[src/rtl/pin_verifier.sv]
// -----------------------------------------------------------------------------
// pin_verifier
//
// Checks a BCD PIN entry against a stored PIN. It counts consecutive failed
// attempts and locks out after MAX_TRIES of them. A correct entry opens a
// session (GRANTED). While the session is open, the PIN can be replaced.
//
// Ports
//   clk, rst      system clock, asynchronous active-high reset
//   en            block enable; gates submit (and so change_pin)
//   submit        single-cycle pulse, entry valid this cycle
//   entry         4*DIGITS bits of BCD, digit 0 in the LSBs
//   change_pin    level, sampled with submit in GRANTED
//   logout        single-cycle pulse, closes the session
//   granted       high while in GRANTED
//   denied        high while in DENIED
//   locked        high while in LOCKED
//   bad_fmt       one-cycle pulse, submitted entry had a digit > 9
//   pin_changed   one-cycle pulse, new PIN stored
//   tries_left    attempts remaining before lockout
//   state         encoded FSM state (debug / LED display)
//
// Input protocol: submit and logout are fire-and-forget pulses with no
// back-pressure. A submit the FSM cannot use in its current state is
// dropped silently; bad_fmt pulses only where an entry would be consumed.
// All outputs are registered. A submit at cycle N shows its verdict on
// granted/denied/locked at cycle N+2. bad_fmt and pin_changed appear at
// cycle N+1, which is the cycle a valid entry would spend in CHECK.
// -----------------------------------------------------------------------------
module pin_verifier #(
    parameter int                  DIGITS      = 4,
    parameter logic [4*DIGITS-1:0] DEFAULT_PIN = 16'h1234,
    parameter int                  MAX_TRIES   = 3,
    parameter int unsigned         HOLD_CYCLES = 100000000,
    parameter int unsigned         LOCK_CYCLES = 1000000000
) (
    input  logic                  clk,
    input  logic                  rst,
    input  logic                  en,
    input  logic                  submit,
    input  logic [4*DIGITS-1:0]   entry,
    input  logic                  change_pin,
    input  logic                  logout,
    output logic                  granted,
    output logic                  denied,
    output logic                  locked,
    output logic                  bad_fmt,
    output logic                  pin_changed,
    output logic [2:0]            tries_left,
    output logic [2:0]            state
);

    typedef enum logic [2:0] {
        S_IDLE    = 3'd0,
        S_CHECK   = 3'd1,
        S_GRANTED = 3'd2,
        S_DENIED  = 3'd3,
        S_LOCKED  = 3'd4
    } state_t;

    localparam logic [2:0]  TRIES_FULL = 3'(MAX_TRIES);
    localparam logic [31:0] HOLD_LOAD  = 32'(HOLD_CYCLES - 1);
    localparam logic [31:0] LOCK_LOAD  = 32'(LOCK_CYCLES - 1);

    state_t                state_q;
    logic [4*DIGITS-1:0]   pin_q;
    logic [4*DIGITS-1:0]   entry_q;
    logic [31:0]           timer_q;

    // High if any nibble of the word is outside 0..9.
    function automatic logic has_bad_digit(input logic [4*DIGITS-1:0] e);
        logic bad;
        bad = 1'b0;
        for (int i = 0; i < DIGITS; i++) begin
            if (e[4*i +: 4] > 4'd9) bad = 1'b1;
        end
        return bad;
    endfunction

    logic submit_ok;
    assign submit_ok = en & submit;

    assign state = state_q;

    always_ff @(posedge clk or posedge rst) begin
        if (rst) begin
            state_q     <= S_IDLE;
            pin_q       <= DEFAULT_PIN;
            entry_q     <= '0;
            timer_q     <= 32'd0;
            tries_left  <= TRIES_FULL;
            granted     <= 1'b0;
            denied      <= 1'b0;
            locked      <= 1'b0;
            bad_fmt     <= 1'b0;
            pin_changed <= 1'b0;
        end else begin
            // Pulse outputs default low and are raised only by the branch
            // that produces them.
            bad_fmt     <= 1'b0;
            pin_changed <= 1'b0;

            case (state_q)
                S_IDLE: begin
                    timer_q <= 32'd0;
                    if (submit_ok) begin
                        if (has_bad_digit(entry)) begin
                            bad_fmt <= 1'b1;
                        end else begin
                            entry_q <= entry;
                            state_q <= S_CHECK;
                        end
                    end
                end

                S_CHECK: begin
                    if (entry_q == pin_q) begin
                        state_q    <= S_GRANTED;
                        granted    <= 1'b1;
                        tries_left <= TRIES_FULL;
                        timer_q    <= 32'd0;
                    end else if (tries_left > 3'd1) begin
                        state_q    <= S_DENIED;
                        denied     <= 1'b1;
                        tries_left <= tries_left - 3'd1;
                        timer_q    <= HOLD_LOAD;
                    end else begin
                        state_q    <= S_LOCKED;
                        locked     <= 1'b1;
                        tries_left <= 3'd0;
                        timer_q    <= LOCK_LOAD;
                    end
                end

                S_GRANTED: begin
                    timer_q <= 32'd0;
                    // logout wins over a submit in the same cycle.
                    if (logout) begin
                        state_q <= S_IDLE;
                        granted <= 1'b0;
                    end else if (submit_ok && change_pin) begin
                        if (has_bad_digit(entry)) begin
                            bad_fmt <= 1'b1;
                        end else begin
                            pin_q       <= entry;
                            pin_changed <= 1'b1;
                        end
                    end
                end

                S_DENIED: begin
                    // The timer is loaded with HOLD_CYCLES-1 on entry, so
                    // counting down to 0 inclusive gives HOLD_CYCLES cycles.
                    if (timer_q == 32'd0) begin
                        state_q <= S_IDLE;
                        denied  <= 1'b0;
                    end else begin
                        timer_q <= timer_q - 32'd1;
                    end
                end

                S_LOCKED: begin
                    if (timer_q == 32'd0) begin
                        state_q    <= S_IDLE;
                        locked     <= 1'b0;
                        tries_left <= TRIES_FULL;
                    end else begin
                        timer_q <= timer_q - 32'd1;
                    end
                end

                default: begin
                    state_q <= S_IDLE;
                    granted <= 1'b0;
                    denied  <= 1'b0;
                    locked  <= 1'b0;
                    timer_q <= 32'd0;
                end
            endcase
        end
    end

endmodule

[config.mk]
export PLATFORM = sky130hd
export DESIGN_NAME = pin_verifier
export DESIGN_NICKNAME = d
export VERILOG_FILES = /design/src/rtl/pin_verifier.sv
export SDC_FILE = /design/constraint.sdc
export NUM_CORES = 1
export LEC_CHECK = 0
export CORE_ASPECT_RATIO = 1.25
export CORE_MARGIN = 8
export CORE_UTILIZATION = 65
export CTS_BUF_LIST = sky130_fd_sc_hd__clkbuf_4
export DETAILED_ROUTE_END_ITERATION = 10
export PLACE_DENSITY = 0.87
export SYNTH_ARGS = -nofsm -noshare
export SYNTH_HDL_FRONTEND = slang
export SYNTH_SLANG_ARGS = --single-unit
export TNS_END_PERCENT = 10
[constraint.sdc]
create_clock -name clk -period 4 [get_ports clk]
set_input_delay 0.8 -clock clk [delete_from_list [all_inputs] [get_ports clk]]
set_output_delay 0.8 -clock clk [all_outputs]
set_load 0.005 [all_outputs]
==> metrics.md <==
| Metric | Value |
|---|---|
| Layout cells sized above 1 | 0.175 |
| Maximum VDD drop | between 0.0003 and 0.0004 V |
| Via Count | 3084 |
| Met2 Usage GRT | 0.417 |
| Clk_lat worst skew | 420 ps |
| Max Fclk | 313 MHz |
| Synth Instances | 382 |
| CP peak stage delay | roughly 740 ps |
| R2R cell count | 8 |
| Longest Clk Path Bufs | 2 |
| GRT met1 Usage | 0.232 |
| # DRC | 0 |
| Hold Buf Count CTS | 0 |
| P per Cell Area | 727 mW/mm2 |
| Post-CTS setup buffer count | 0 |
| Final period util | 0.799 |
| CTS sink count | 75 |
| # port buffers | 32 |
| Post-synthesis sequential area ratio | 0.481 |
| Clock transition at path regs | 120 ps |
| Post_cts resized | 0 |
| First-pass GRT wire length | 15200 um |
| DR iter-0 viols | 249 |
| Vias per cell | 6.45 |
| Arr. time, crit path | 3470 ps |
| RSZ-0062 raised after global routing | false |
| Top Usage Layer GRT | met2 |
| Crit path depth | 8 |
| Ys Warns | 0 |
| Syn Nets | approximately 410 |
| Initial antenna violation count | 0 |
| R2R Path Start | timer_q[0]$_DFFE_PP0P_ |
| Class of the worst hold path | flip-flop to flip-flop |
| Core Area | 0.00582 mm2 |
| Core Util, Final | 0.762 |
| Seq cells post-synth | 75 |
| CP Capture Type | flip-flop |
| Layout area overhead | 12.9% |
| Nets | about 430 |
| Worst r2r dst | timer_q[27]$_DFFE_PP0P_ |
| TritonCTS clock tree | done |
| Setup crit start | timer_q[0]$_DFFE_PP0P_ |
| Worst path bufs/invs | 2 |
| CP Cell Sequence | inv_1 > ha_1 > or4b_2 > nor4_1 > nand3_1 > nor2_2 > buf_4 > a211oi_1 |
| Least-Margin Pin Slew | 1080 ps |
| DIE AREA | approximately 0.0088 mm2 |
| Routed WL per cell | 19.0 um |
| Setup TNS | 0 ps |
| Root Driver | clkbuf_4 |
| Crit path capture | timer_q[27]$_DFFE_PP0P_ |
| CTS buffer count | 9 |
| Skew final | 17.0 ps |
| Cell family with most CP delay | simple AND/OR/NAND/NOR gates |
| Final Hold Vio Count | 0 |
| Rel. slew slack | 0.279 |
| Async set-reset flop share out of synthesis | 1.00 |
| Synth Cell Area | 0.00392 mm2 |
| Leakage | about 2 nW |
| Synth cell types | 58 |
| Hpwl dp | around 6500 um |
| Crit start category | flip-flop |
| Slew Viols, Final | 0 |
| Count of flip-flops with a built-in enable after synthesis | 0 |
| Starting density of the core | 0.674 |
| Worst-path fanout max | 13 |
| Final ANT Viol Nets | 0 |
| GR Overflow Total | 0 |
| Post-synthesis area per instance | 10.3 um2 |
| CP required | between 4000 and 5000 ps |
| H-Tree Depth | 3 |
| FP Rows | 31 |
| # setup viols final | 0 |
| Post-route minimum period | 3200 ps |
| Total GRT Usage | 0.221 |
| Critical path class | flip-flop to flip-flop |
| Max-cap viol count | 0 |
| Status | finished clean |
| Top_reg_cell synth | dfrtp_1 |
| GR Util met3 | 0.0502 |
| Placer congestion estimate | 0.820 |
| Reg2Reg Setup Slack | between 800 and 900 ps |
| I/O Pins | 33 |
| Vias in the first global route | 3190 |
| WL final | 9100 um |
| Chip height | between 100 and 150 um |
| Router iterations before antenna repair | 4 |
| # diodes | 0 |
| Largest net degree at the start of global routing | 76 |
| Crit-path slowest cell | or4b_2 |
| Die width | 85.5 um |
==> placed cells by master, fill, tap and decap left out, types with 2 or more instances in the layout <==
master | netlist | layout
nor4_1 | 14 | 14
clkbuf_4 | 0 | 10
or3_1 | 8 | 8
or4_1 | 9 | 9
mux2_2 | 32 | 32
dfrtp_1 | 68 | 68
nand4_1 | 6 | 6
buf_4 | 2 | 6
nor2b_1 | 4 | 4
inv_1 | 9 | 8
nand3b_1 | 3 | 3
o31a_1 | 4 | 4
and4_1 | 2 | 2
bufinv_16 | 0 | 2
a21boi_0 | 4 | 4
nor4b_1 | 2 | 2
nand3_1 | 8 | 8
o21ai_0 | 23 | 23
nor3b_1 | 2 | 2
clkdlybuf4s50_1 | 0 | 32
xnor2_1 | 6 | 6
xor2_1 | 22 | 22
o31ai_1 | 2 | 2
or2_2 | 2 | 2
nor3_1 | 8 | 8
o211ai_1 | 2 | 2
o311a_1 | 2 | 2
nand2_1 | 19 | 19
ha_1 | 3 | 3
dfstp_2 | 7 | 7
a31oi_1 | 5 | 5
mux2i_1 | 2 | 2
nor2_1 | 30 | 30
a21oi_1 | 27 | 27
==> layout make-up <==
class                           instances  area, um2
Clock buffer                           10       75.1
Clock inverter                          6       90.1
Fill cell                             393       1390
Inverter                                9       33.8
Multi-Input combinational cell        274       1900
Sequential cell                        75       1890
Tap cell                               66       82.6
Timing Repair Buffer                   38        365
==> metal layers <==
| layer | share of wire | vias to the layer above |
|---|---|---|
| met5 | 0 | - |
| met3 | 0.057 | 17 |
| met4 | 0.023 | 0 |
| li1 | - | 1450 |
| met2 | 0.54 | 102 |
| met1 | 0.38 | 1515 |
==> state kept, by name (all words and copies together) (netlist names) <==
name         cells
pin_q           16
entry_q         16
tries_left       3
timer_q         32
bad_fmt          1
pin_changed      1
denied           1
state            3
locked           1
granted          1
==> stage by stage <==
step	hold WS, ps	setup WS [ps]	cell area, um2	total power [W]	instances
floorplan	501	1300	3920	0.00232	382
global placement	510	892	4270	0.00260	462
detailed placement	517	739	4270	0.00268	462
CTS	545	835	4430	0.00322	478
global route	561	553	4430	0.00344	478
finish	541	803	4430	0.00322	478
==> cell families after synthesis <==
logic type | Yosys count | share of synthesized area
muxes | 34 | 0.0969
buffers and inverters | 33 | 0.0357
and+or+nand+nor | 126 | 0.181
xor gates and xnor gates | 28 | 0.0625
DFF | 75 | 0.481
AOI/OAI and AO/OA | 83 | 0.134
adders and majority gates | 3 | 0.00957
==> report_power, final <==
part / internal [W] / switching [W] / total, W / leakage (nW)
combinational: 0.000622 / 0.000825 / 0.00145 / 0.949
sequential: 0.00100 / 0.000237 / 0.00124 / 0.968
clock: 0.000263 / 0.000271 / 0.000534 / 0.0870
==> worst min path at each step <==
stage / from / to / slack (ps) / cells past startpoint
finish: entry_q[10]$_DFFE_PP0P_ / entry_q[10]$_DFFE_PP0P_ / 540 / 1
detailed placement: entry_q[10]$_DFFE_PP0P_ / entry_q[10]$_DFFE_PP0P_ / 520 / 1
global route: entry_q[5]$_DFFE_PP0P_ / entry_q[5]$_DFFE_PP0P_ / 560 / 1
CTS: entry_q[10]$_DFFE_PP0P_ / entry_q[10]$_DFFE_PP0P_ / 540 / 1
global placement: pin_q[3]$_DFFE_PP0P_ / pin_q[3]$_DFFE_PP0P_ / 510 / 1
floorplan: entry_q[2]$_DFFE_PP0P_ / entry_q[2]$_DFFE_PP0P_ / 500 / 1
==> worst register-to-register path, cell delays in order (launching register included) <==
cell and delay (ps):
dfrtp_1 420, inv_1 80, ha_1 220, or4b_2 740
nor4_1 450, nand3_1 270, nor2_2 510, buf_4 310
a211oi_1 80
==> synthesized netlist by cell type, drive strengths merged, types with 2 or more instances <==
| cell type | number | area (um2) |
|---|---|---|
| a21oi | 27 | 135 |
| clkbuf | 17 | 63.8 |
| mux2 | 32 | 360 |
| nor4b | 2 | 17.5 |
| nand4 | 6 | 37.5 |
| nor3b | 2 | 15.0 |
| nor3 | 8 | 40.0 |
| nand2 | 19 | 71.3 |
| o211ai | 2 | 15.0 |
| nor2 | 31 | 119 |
| nand3 | 8 | 40.0 |
| o31a | 4 | 35.0 |
| or3 | 8 | 50.1 |
| nor2b | 4 | 25.0 |
| o311a | 2 | 20.0 |
| dfstp | 7 | 184 |
| xor2 | 22 | 193 |
| o21ai | 23 | 115 |
| o31ai | 2 | 15.0 |
| a21boi | 4 | 30.0 |
| and4 | 2 | 17.5 |
| inv | 9 | 33.8 |
| or2 | 2 | 12.5 |
| or4 | 10 | 78.8 |
| mux2i | 2 | 20.0 |
| xnor2 | 6 | 52.6 |
| a211oi | 2 | 20.0 |
| dfrtp | 68 | 1700 |
| a31oi | 5 | 31.3 |
| nor4 | 16 | 121 |
| nand3b | 3 | 22.5 |
| ha | 3 | 37.5 |
| buf | 7 | 42.5 |
Note: power is estimated with default switching activity, not from simulation.
